===== src/rtl/mem_arb_pkg.sv =====
// Shared types, constants and the byte-merge helper for the mem_arbiter
// shared-memory controller.
package mem_arb_pkg;

    typedef enum logic [1:0] {
        IDLE   = 2'd0,
        ACCESS = 2'd1,
        MERGE  = 2'd2,
        RESP   = 2'd3
    } state_t;

    typedef enum logic {
        PORT_FETCH = 1'b0,
        PORT_DATA  = 1'b1
    } port_id_t;

    localparam int unsigned BYTES = 4;

    // Byte i of the result comes from new_w where be[i] is set, else from old_w.
    function automatic logic [8*BYTES-1:0] merge_bytes(
        input logic [8*BYTES-1:0] old_w,
        input logic [8*BYTES-1:0] new_w,
        input logic [BYTES-1:0]   be
    );
        logic [8*BYTES-1:0] res;
        res = old_w;
        for (int unsigned i = 0; i < BYTES; i++) begin
            if (be[i]) res[8*i +: 8] = new_w[8*i +: 8];
        end
        return res;
    endfunction

endpackage


===== src/rtl/mem_arb_rr.sv =====
// Two-way round-robin grant: a lone requester always wins; on contention the
// port that did not win the last accepted request is granted.
module mem_arb_rr
    import mem_arb_pkg::*;
(
    input  logic       clk,
    input  logic       rst,
    input  logic [1:0] req,
    input  logic       accept,
    output logic       gnt_valid,
    output port_id_t   gnt
);

    port_id_t last_grant_q, last_grant_d;

    always_comb begin
        gnt_valid = |req;
        if (&req) begin
            gnt = (last_grant_q == PORT_FETCH) ? PORT_DATA : PORT_FETCH;
        end else if (req[0]) begin
            gnt = PORT_FETCH;
        end else begin
            gnt = PORT_DATA;
        end
        last_grant_d = accept ? gnt : last_grant_q;
    end

    always_ff @(posedge clk or negedge rst) begin
        if (!rst) begin
            last_grant_q <= PORT_DATA;
        end else begin
            last_grant_q <= last_grant_d;
        end
    end

endmodule


===== src/rtl/mem_arbiter.sv =====
// Single-owner controller for the shared byte-addressable memory: arbitrates
// fetch and data ports, range-checks addresses and runs sub-word stores as RMW.
module mem_arbiter
    import mem_arb_pkg::*;
#(
    parameter int unsigned       AWIDTH    = 32,
    parameter int unsigned       DWIDTH    = 32,
    parameter logic [AWIDTH-1:0] BASE_ADDR = 32'h0100_0000,
    parameter logic [AWIDTH-1:0] MEM_BYTES = 32'h0010_0000
) (
    input  logic              clk,
    input  logic              rst,
    input  logic              p0_req_valid,
    output logic              p0_req_ready,
    input  logic [AWIDTH-1:0] p0_addr,
    output logic              p0_rsp_valid,
    input  logic              p0_rsp_ready,
    output logic [DWIDTH-1:0] p0_rdata,
    output logic              p0_err,
    input  logic              p1_req_valid,
    output logic              p1_req_ready,
    input  logic [AWIDTH-1:0] p1_addr,
    input  logic              p1_we,
    input  logic [DWIDTH-1:0] p1_wdata,
    input  logic [BYTES-1:0]  p1_be,
    output logic              p1_rsp_valid,
    input  logic              p1_rsp_ready,
    output logic [DWIDTH-1:0] p1_rdata,
    output logic              p1_err,
    output logic [AWIDTH-1:0] mem_addr_o,
    output logic [DWIDTH-1:0] mem_data_o,
    output logic              mem_read_en_o,
    output logic              mem_write_en_o,
    input  logic [DWIDTH-1:0] mem_data_i
);

    localparam logic [AWIDTH-1:0] LAST_ADDR = BASE_ADDR + MEM_BYTES - AWIDTH'(BYTES);

    state_t            state_q, state_d;
    port_id_t          port_q, port_d;
    logic              we_q, we_d;
    logic [DWIDTH-1:0] wdata_q, wdata_d;
    logic [BYTES-1:0]  be_q, be_d;
    logic [AWIDTH-1:0] mem_addr_q, mem_addr_d;
    logic [DWIDTH-1:0] mem_data_q, mem_data_d;
    logic              rd_en_q, rd_en_d;
    logic              wr_en_q, wr_en_d;
    logic              rsp_valid_q, rsp_valid_d;
    logic [DWIDTH-1:0] rdata_q, rdata_d;
    logic              err_q, err_d;

    logic              gnt_valid, accept, fault, rsp_ready_sel;
    port_id_t          gnt;
    logic [AWIDTH-1:0] sel_addr;
    logic              sel_we;
    logic [DWIDTH-1:0] sel_wdata;
    logic [BYTES-1:0]  sel_be;

    mem_arb_rr u_rr (
        .clk       (clk),
        .rst       (rst),
        .req       ({p1_req_valid, p0_req_valid}),
        .accept    (accept),
        .gnt_valid (gnt_valid),
        .gnt       (gnt)
    );

    // Ready is gated by reset so nothing looks accepted while flops are held.
    assign accept        = rst && (state_q == IDLE) && gnt_valid;
    assign p0_req_ready  = accept && (gnt == PORT_FETCH);
    assign p1_req_ready  = accept && (gnt == PORT_DATA);
    assign rsp_ready_sel = (port_q == PORT_FETCH) ? p0_rsp_ready : p1_rsp_ready;

    assign p0_rsp_valid   = rsp_valid_q && (port_q == PORT_FETCH);
    assign p1_rsp_valid   = rsp_valid_q && (port_q == PORT_DATA);
    assign p0_rdata       = (port_q == PORT_FETCH) ? rdata_q : '0;
    assign p1_rdata       = (port_q == PORT_DATA) ? rdata_q : '0;
    assign p0_err         = err_q && (port_q == PORT_FETCH);
    assign p1_err         = err_q && (port_q == PORT_DATA);
    assign mem_addr_o     = mem_addr_q;
    assign mem_data_o     = mem_data_q;
    assign mem_read_en_o  = rd_en_q;
    assign mem_write_en_o = wr_en_q;

    always_comb begin
        if (gnt == PORT_FETCH) begin
            sel_addr  = p0_addr;
            sel_we    = 1'b0;
            sel_wdata = '0;
            sel_be    = '1;
        end else begin
            sel_addr  = p1_addr;
            sel_we    = p1_we;
            sel_wdata = p1_wdata;
            sel_be    = p1_be;
        end
        fault = (sel_addr < BASE_ADDR) || (sel_addr > LAST_ADDR) || (sel_addr[1:0] != 2'b00);
    end

    // Memory strobes are computed one state ahead so they come straight off flops.
    always_comb begin
        state_d     = state_q;
        port_d      = port_q;
        we_d        = we_q;
        wdata_d     = wdata_q;
        be_d        = be_q;
        mem_addr_d  = mem_addr_q;
        mem_data_d  = mem_data_q;
        rd_en_d     = rd_en_q;
        wr_en_d     = wr_en_q;
        rsp_valid_d = rsp_valid_q;
        rdata_d     = rdata_q;
        err_d       = err_q;
        case (state_q)
            IDLE: begin
                if (accept) begin
                    port_d  = gnt;
                    we_d    = sel_we;
                    wdata_d = sel_wdata;
                    be_d    = sel_be;
                    if (fault) begin
                        state_d     = RESP;
                        rsp_valid_d = 1'b1;
                        err_d       = 1'b1;
                        rdata_d     = '0;
                    end else begin
                        state_d    = ACCESS;
                        mem_addr_d = sel_addr;
                        rd_en_d    = !sel_we || (sel_be != '1 && sel_be != '0);
                        wr_en_d    = sel_we && (sel_be == '1);
                        mem_data_d = (sel_we && sel_be == '1) ? sel_wdata : '0;
                    end
                end
            end
            ACCESS: begin
                mem_addr_d  = '0;
                mem_data_d  = '0;
                rd_en_d     = 1'b0;
                wr_en_d     = 1'b0;
                state_d     = RESP;
                rsp_valid_d = 1'b1;
                if (!we_q) begin
                    rdata_d = mem_data_i;
                end else if (be_q != '1 && be_q != '0) begin
                    state_d     = MERGE;
                    rsp_valid_d = 1'b0;
                    mem_addr_d  = mem_addr_q;
                    wr_en_d     = 1'b1;
                    mem_data_d  = merge_bytes(mem_data_i, wdata_q, be_q);
                end
            end
            MERGE: begin
                mem_addr_d  = '0;
                mem_data_d  = '0;
                wr_en_d     = 1'b0;
                state_d     = RESP;
                rsp_valid_d = 1'b1;
            end
            RESP: begin
                if (rsp_ready_sel) begin
                    state_d     = IDLE;
                    rsp_valid_d = 1'b0;
                    rdata_d     = '0;
                    err_d       = 1'b0;
                end
            end
            default: state_d = IDLE;
        endcase
    end

    always_ff @(posedge clk or negedge rst) begin
        if (!rst) begin
            state_q     <= IDLE;
            port_q      <= PORT_FETCH;
            we_q        <= 1'b0;
            wdata_q     <= '0;
            be_q        <= '0;
            mem_addr_q  <= '0;
            mem_data_q  <= '0;
            rd_en_q     <= 1'b0;
            wr_en_q     <= 1'b0;
            rsp_valid_q <= 1'b0;
            rdata_q     <= '0;
            err_q       <= 1'b0;
        end else begin
            state_q     <= state_d;
            port_q      <= port_d;
            we_q        <= we_d;
            wdata_q     <= wdata_d;
            be_q        <= be_d;
            mem_addr_q  <= mem_addr_d;
            mem_data_q  <= mem_data_d;
            rd_en_q     <= rd_en_d;
            wr_en_q     <= wr_en_d;
            rsp_valid_q <= rsp_valid_d;
            rdata_q     <= rdata_d;
            err_q       <= err_d;
        end
    end

endmodule


===== config.mk =====
export PLATFORM = sky130hd
export DESIGN_NAME = mem_arbiter
export DESIGN_NICKNAME = d
export VERILOG_FILES = /design/src/rtl/mem_arb_pkg.sv /design/src/rtl/mem_arb_rr.sv /design/src/rtl/mem_arbiter.sv
export SDC_FILE = /design/constraint.sdc
export NUM_CORES = 1
export LEC_CHECK = 0
export CAP_MARGIN = 20
export CORE_MARGIN = 2
export CORE_UTILIZATION = 45
export DETAILED_ROUTE_END_ITERATION = 10
export PLACE_DENSITY = 0.81
export SYNTH_ARGS = -nofsm -noshare
export SYNTH_HDL_FRONTEND = slang
export SYNTH_SLANG_ARGS = --single-unit

===== constraint.sdc =====
create_clock -name clk -period 3.3 [get_ports clk]
set_input_delay 0.825 -clock clk [delete_from_list [all_inputs] [get_ports clk]]
set_output_delay 0.825 -clock clk [all_outputs]
set_load 0.02 [all_outputs]

Word-level counts from Yosys, hierarchy flattened:

Cells that the tools add are included.
Widths: inputs -> output; s select.

* output and inout bits: 136
* input port bits: 139
* flip-flop bits (word level): 141

* order comparisons: 2
* reductions and logical operators: 33
* mux-type cells: 51
* bitwise logic cells: 2
* equal/unequal tests: 12

Operator list (count)
* $mux 32: 17
* $pmux 32 s3: 3
* $gt 32x25->1 const B: 1
* $lt 32x25->1 const B: 1
* $mux 8: 4
* $mux 1: 18
* $logic_and 1x1->1: 11
* $ne 2x2->1 const B: 5
* $reduce_and 3->1: 3
* $ne 4x4->1 const B: 2
* $pmux 2 s4: 1
* $reduce_and 4->1: 2
* $reduce_bool 4->1: 2
* $mux 2: 3
* $reduce_and 2->1: 3
* $reduce_bool 2->1: 3
* $reduce_bool 3->1: 2
* $reduce_and 5->1: 1
* $eq 2x2->1 const B: 2
* $eq 4x4->1 const B: 1
* $mux 4: 1
* $pmux 1 s2: 2
* $pmux 1 s4: 1
* $logic_or 1x1->1: 3
* other kinds (7): 8

Depth between registers and ports, before layout:

* word-level depth: 9
* mapped depth: 10

By module:

Synthesis repeated with hierarchy kept, for this count alone.

* cells, all modules: 729
* area, all modules: 7280.7 µm²

By module, submodules not included
* mem_arbiter: instances 1, area an instance 7220.7 µm², seq. area each 3503.4 µm², cells each 723
* mem_arb_rr: instances 1, area an instance 60.1 µm², seq. area each 26.3 µm², cells each 6

Worst setup path after synthesis:

Ideal clock, no wire load.

* path type: input port to output port
* start point: input port p1_req_valid
* end point: output port p0_req_ready
* stages: 5
* arrival: 2.030 ns
* path slack: 0.445 ns
* path through: nand2b_1 -> clkbuf_1 -> nand2_1 -> clkbuf_1 -> nor2_1

* word-level cells in the longest chain between the ends: 4
* elaborated cells between the ends (all ways): 6
* classes of those cells: mux: 1; bitwise: 1; reduce/logical: 4

RTL lines
* start: declaration: RTL line mem_arbiter.sv:20 `input logic p1_req_valid,`
* $reduce_and 2->1: RTL line mem_arb_rr.sv:18 `if (&req) begin`
* $mux 1: RTL line mem_arb_rr.sv:18
* $not 1->1
* $logic_and 1x1->1 *: RTL line mem_arbiter.sv:70 `assign p0_req_ready = accept && (gnt == PORT_FETCH);`
* end: declaration: RTL line mem_arbiter.sv:14 `output logic p0_req_ready,`

Mark *: on every way between the ends. The rest lies on a longest branch, timed or not.

Worst setup path after layout:

* start point: input port p1_req_valid
* end point: output port p1_req_ready

* word-level cells in the longest chain between the ends: 3
* elaborated cells between the ends (all ways): 5
* classes of those cells: mux: 1; reduce/logical: 4

RTL lines
* $reduce_and 2->1 or $reduce_or 2->1 (tied branches): RTL line mem_arb_rr.sv:18, mem_arb_rr.sv:17
* $mux 1 or $logic_and 1x1->1 (tied branches): RTL line mem_arb_rr.sv:18, mem_arbiter.sv:69
* $logic_and 1x1->1 *: RTL line mem_arbiter.sv:71 `assign p1_req_ready = accept && (gnt == PORT_DATA);`
* end: declaration: RTL line mem_arbiter.sv:21 `output logic p1_req_ready,`

Marked as above.

==> flow_metrics.tcl <==
set metrics [dict create \
    cp-end-kind "output pin" \
    fmax_ghz 0.317 \
    wl_um 21800 \
    worst_pin_slew_ns 0.991 \
    dr.pass1.iters 5 \
    powerDensity_nw_per_um2 861 \
    avgViaCountPerCell 5.23 \
    grt.overflow.total 0 \
    synth_cell_types 49 \
    grt_pass1_wl_um 33500 \
    cts_hold_buf 0 \
    dr.first_iter.drc_count 323 \
    cts_inserted_buffers 17 \
    clockBufferDepth 2 \
    finalNonFillerCells 1171 \
    core_region_area_um2 15700 \
    htreeDepth 4 \
    grt_setup_unrepaired "no" \
    area_growth_pct 51.4 \
    ys_ff_latch 141 \
    cts_tree "done" \
    antenna_found_initial 0 \
    yosysWarnings 0 \
    total_power_w 0.00931 \
    fp-row-count 46 \
    die_area_um2 16900 \
    start_util 0.455 \
    p_switching_w 0.00356 \
    status "complete, no violations" \
    arrival_ns 2.33 \
    max_cap_viol_count 0 \
    switching_share 0.383 \
    grt_usage 0.263 \
    combPwrFrac 0.493 \
    leakagePower_nw 4.94 \
    drc 0 \
    dp_hpwl_um 15600 \
    ir_worst_vdd_mv 0.550 \
    power.share.sequential 0.295 \
    grt_max_degree 78 \
    synth-edff-count 0 \
    vias 6122 \
    dp.cells 1139 \
    chipHeight_um 130 \
    ys_seq_area_frac 0.494 \
    synthTopCellsByArea "dfrtp_1, mux2i_1, mux2_4, nor2_1, a22o_1" \
    internal_power_w 0.00575 \
    clock_latency_ns 0.42 \
    drive_gt1_frac 0.113 \
    avgRoutedWirePerCell_um 18.6 \
    port_buffers 274 \
    syn_nets 810 \
    antennaDiodeCount 0 \
    synthFlopType "dfrtp_1" \
    worst_slack_ns 0.142 \
    slew_viol_final 0 \
    async_reset_ff_frac 1.00 \
    finClkSkew_ns 0.0108 \
    finalCriticalPeriod_ns 3.16 \
    cts.sinks 141 \
    root_buffer "clkbuf_16" \
    hold_viol 0 \
    synth_top_area_share 0.490 \
    synth.largest_area_cell "dfrtp_1" \
    cp.required_ns 2.47 \
    path_class "input pin to output pin" \
    hp-class "flop to flop" \
    nNetsFinal 1085 \
    cts.repair.resized 0 \
    gp_congestion 0.866 \
    slew_headroom 0.339 \
    pre_cts_ws_ns -0.00308 \
    startpoint_type "input pin" \
    setup_viol 0 \
    critPathMaxFanout 3 \
    postCtsSetupBuffers 0 \
    clkPwrFrac 0.211 \
    fin_crit_sh 0.957 \
    path_clk_slew_ns 0.06 \
    netlist_area_um2 7150 \
    grt_pass1_vias 6270 \
    syn_area_per_cell_um2 10.7 \
    syn_inst 667 \
    ios 275 \
    fin_setup_tns_ns 0 \
    fp.dieW_um 130 \
    antenna_left 0 \
]
==> final cells by class <==
class,count,area (µm²)
clock buffers,19,443
flip-flops and latches,141,3530
repair buffers,303,3020
clock inverters,13,164
multi-input cells,439,3240
inverters,40,150
fillers,1202,4890
well taps,216,270
==> metal layers <==
layer	routed length [µm]	vias up	global-route usage
li1	-	2872	-
met1	8930	2979	0.318
met2	11000	244	0.455
met3	1540	27	0.0742
met4	377	0	0.0829
met5	0	-	0
==> layout by cell type (no fill, tap or decap), types with 7 or more instances in the layout <==
master / instances
nor2_1: 80
o2bb2ai_1: 32
buf_4: 25
a22o_1: 33
nand2_1: 76
dfrtp_1: 140
mux2i_1: 98
o21ai_1: 7
o21ai_0: 25
mux2_4: 30
inv_1: 39
clkbuf_16: 17
clkdlybuf4s50_1: 272
==> cell usage after synthesis (7+ instances only) <==
master     instances
o21ai_1            8
nor2_1            80
inv_1             39
buf_2              7
dfrtp_1          140
clkbuf_1          27
mux2_4            30
o2bb2ai_1         32
nand2_1           76
o21ai_0           25
mux2i_1           98
a22o_1            33
==> critical path, cell delays in order <==
cell and delay [ns]:
clkdlybuf4s50_1 0.51, nor2_1 0.06, nor2_1 0.12, nand2_1 0.08, inv_1 0.12, clkdlybuf4s50_1 0.63
==> state kept, by name, summed over array words and instances (netlist names) <==
signal,flops
mem_addr_o,32
mem_data_o,32
rdata_q,32
wdata_q,32
be_q,4
state_q,2
err_q,1
mem_read_en_o,1
mem_write_en_o,1
port_q,1
rsp_valid_q,1
u_rr.last_grant_q,1
we_q,1
==> power groups by stage <==
stage | registers, W | logic [W] | clock network, W
2_1_floorplan | 0.00281 | 0.00277 | 0
3_3_place_gp | 0.00274 | 0.00451 | 0
3_5_place_dp | 0.00276 | 0.00462 | 0
4_1_cts | 0.00274 | 0.00463 | 0.00200
5_1_grt | 0.00282 | 0.00493 | 0.00209
6_report | 0.00275 | 0.00459 | 0.00197
==> through the flow <==
stage / util / cell area [µm²] / hold slack (ns)
detailed placement: 0.650 / 10200 / 0.473
global placement: 0.650 / 10200 / 0.471
floorplan: - / 7150 / 0.471
finish: 0.689 / 10800 / 0.487
CTS: 0.689 / 10800 / 0.490
global route: 0.689 / 10800 / 0.508
==> worst paths after layout <==
path / start / cells after the start / end / slack, ns
min in group asynchronous: rst / 2 / be_q[3] / 0.70
worst max register to register: state_q[0] / 9 / rdata_q[0] / 0.64
max in group asynchronous: rst / 3 / wdata_q[17] / 1.19
worst min-delay path: mem_addr_o[23] / 1 / mem_addr_o[23] / 0.49
worst min register to register: mem_addr_o[23] / 1 / mem_addr_o[23] / 0.49
worst max-delay path: p1_req_valid / 6 / p1_req_ready / 0.14
==> logic make-up (layout without fill, tap and decap cells) <==
kind of cell / after synthesis / count (layout) / synth area share
DFF: 141 / 141 / 0.494
buffers and inverters: 87 / 375 / 0.0564
and+or+nand+nor: 185 / 185 / 0.111
adders and majority gates: 4 / 4 / 0.00700
muxes: 132 / 132 / 0.207
AOI/OAI and AO/OA: 118 / 118 / 0.125
No activity file was read; power rests on OpenSTA's default activity.
==> patch: new RTL, config.mk and constraints unchanged <==
`MEM_BYTES`: 32'h0010_0000 -> 32'h00080000.
--- a/src/rtl/mem_arbiter.sv
+++ b/src/rtl/mem_arbiter.sv
@@ -6,7 +6,7 @@
     parameter int unsigned       AWIDTH    = 32,
     parameter int unsigned       DWIDTH    = 32,
     parameter logic [AWIDTH-1:0] BASE_ADDR = 32'h0100_0000,
-    parameter logic [AWIDTH-1:0] MEM_BYTES = 32'h0010_0000
+    parameter logic [AWIDTH-1:0] MEM_BYTES = 32'h00080000
 ) (
     input  logic              clk,
     input  logic              rst,
Behaviour: not the same (Yosys sat finds a counterexample within 4 cycles, from zero or initial values and one cycle with rst low).
==> patch against the original RTL <==
Utilization down 1.6 points. Combinational power down 2%. Highest routed layer unchanged. Sequential share of layout area down 0.61 points. Final area up 2.0%. Synthesized area up 4.6%. Sequential cell count unchanged. Wire length up 1.9%. Worst setup slack better by 0.027 ns. Largest cell class is now multi-input combinational cells. Power down 3.0%. Count of clock-buffer cells in the layout up 3.
==> patch: results (changes against the original RTL) <==
Run status
  – Status: completed

CTS
  – CTS Buffer Depth: 2 (unchanged)
  – Total CTS buffers: 17 (unchanged)
  – CTS resizes: 0 (unchanged)
  – Clock slew at reported path FFs: 0.06 ns (about the same)
  – Worst skew pair latency: 0.42 ns (about the same)
  – CTS Root Cell: clkbuf_16
  – Post-CTS Setup Bufs: 0 (unchanged)
  – H-tree Lvls: 4 (unchanged)

Synth
  – Avg Cell Area, Syn: 8.92 um2 (-17%)
  – Yosys warnings: 0 (unchanged)
  – Number of synthesized flops with an enable pin: 0 (unchanged)
  – Compound-gate portion of the synthesized area: 0.0928 (-0.0324)
  – Top cells by area, synth: dfrtp_1 (47%), nand2_1 (10%), mux2i_1 (8.8%)
  – Seq/Total Area, Yosys: 0.472 (-0.0215)
  – Synth Area in XOR/XNOR: 0 (unchanged)
  – Mux contribution to synthesized area: 0.153 (-0.0534)
  – Syn_nets: 981 (+21%)
  – Adder-Cell Fraction of Synth Area: 0.00670 (-0.000305)
  – Post-synth cell types: 39 (-20%)
  – Ys async rst share: 1.00 (unchanged)
  – Synth cell count leaders: nand2_1 (203), dfrtp_1 (140), nor2_1 (73)

Finish
  – Share of cells above drive strength 1: 0.0854 (-0.0277)
  – Fill cells: 1304 (+8.5%)
  – Final net count: 1231 (+13%)
  – Final non-filler cell total: 1322 (+13%)

Setup path
  – Flop2flop setup slack: 0.68 ns (+0.04 ns)
  – Reg2Reg Capture Point: mem_addr_o[7]
  – Worst endpoint data arrival time: 2.31 ns (-0.02 ns)
  – Reg2reg path depth: 9 (unchanged)
  – Worst R2R Start: state_q[0]
  – Worst Path Max Fanout: 5 (+2)

Global routing
  – First-pass GRT wire length: 35.6 mm (+6.0%)
  – Total Routing Usage GR: 0.254 (-0.00867)
  – Largest net degree at the start of global routing: 77 (-1.3%)
  – Initial antenna violation count: 1 (+1)
  – Vias in the first global route: 6865 (+9.5%)

Power
  – Pleak: 0.00507 uW (+2.8%)
  – Max VDD drop: 0.574 mV (+4.3%)

Placement
  – Final Wtd Congestion: 0.835 (-3.6%)
  – DP Worst Slack: 0.0674 ns (+0.0704 ns)
  – Post-DP HPWL: 15.5 mm (-0.17%)
  – Port bufs: 274 (unchanged)

Timing
  – Slew margin rel.: 0.357 (+0.0179)
  – Layout Skew: 0.00897 ns (-0.00184 ns)

Routing
  – Drt first pass iters: 5 (unchanged)
  – Vias: 6966 (+14%)
  – DR WL/cell: 16.8 um (-9.8%)
  – DRT iter0 DRCs: 509 (+58%)

Worst hold path
  – Hold Path Class: in2async
[patch: worst max-delay path: stages]
cell and delay (ns):
clkdlybuf4s50_1 0.54, and3_1 0.20, nand2_1 0.07, inv_1 0.05
clkdlybuf4s50_1 0.62
[patch: cell type report]
cell class	instances	area, um2	area share
Tap cell	220	275	0.0250
Clock buffer	22	484	0.0439
Multi-Input combinational cell	594	3540	0.321
Timing Repair Buffer	292	2960	0.268
Inverter	42	158	0.0143
Antenna cell	1	2.50	0.000227
Clock inverter	10	88.8	0.00805
Sequential cell	141	3530	0.320
[patch: how the worst max path moves through the flow]
stage	startpoint	to	slack, ns
after floorplan	p1_addr[27]	mem_addr_o[10]	0.95
after global placement	p1_req_valid	p0_req_ready	0.1
after detailed placement	p1_req_valid	p0_req_ready	0.07
after CTS	p1_req_valid	p0_req_ready	0.04
after global routing	p1_req_valid	p1_req_ready	0.10
final	p1_req_valid	p1_req_ready	0.17
[patch: metrics by stage]
stage	cell area [um2]	hold WS [ns]
floorplan	7470	0.446
global placement	10500	0.457
detailed placement	10500	0.462
CTS	11000	0.408
global route	11000	0.418
finish	11000	0.407
[patch: cells by family (layout without fill, tap and decap cells)]
group / Yosys count / after routing
and+or+nand+nor: 374 / 374
other: 0 / 1
DFF: 141 / 141
AOI/OAI and AO/OA: 117 / 117
buffers and inverters: 103 / 366
muxes: 99 / 99
adders and majority gates: 4 / 4
[patch: power breakdown]
group	total (uW)	switching (uW)	internal (uW)	leakage, uW
registers	2670	422	2250	0.00185
logic	4520	2370	2150	0.00295
clock network	1840	729	1110	0.000274
total	9030	3520	5510	0.00507
[patch: layer usage]
metal,global-route usage,share of wire
met1,0.329,0.42
met2,0.421,0.49
met3,0.0502,0.060
met4,0.0980,0.029
met5,0,0
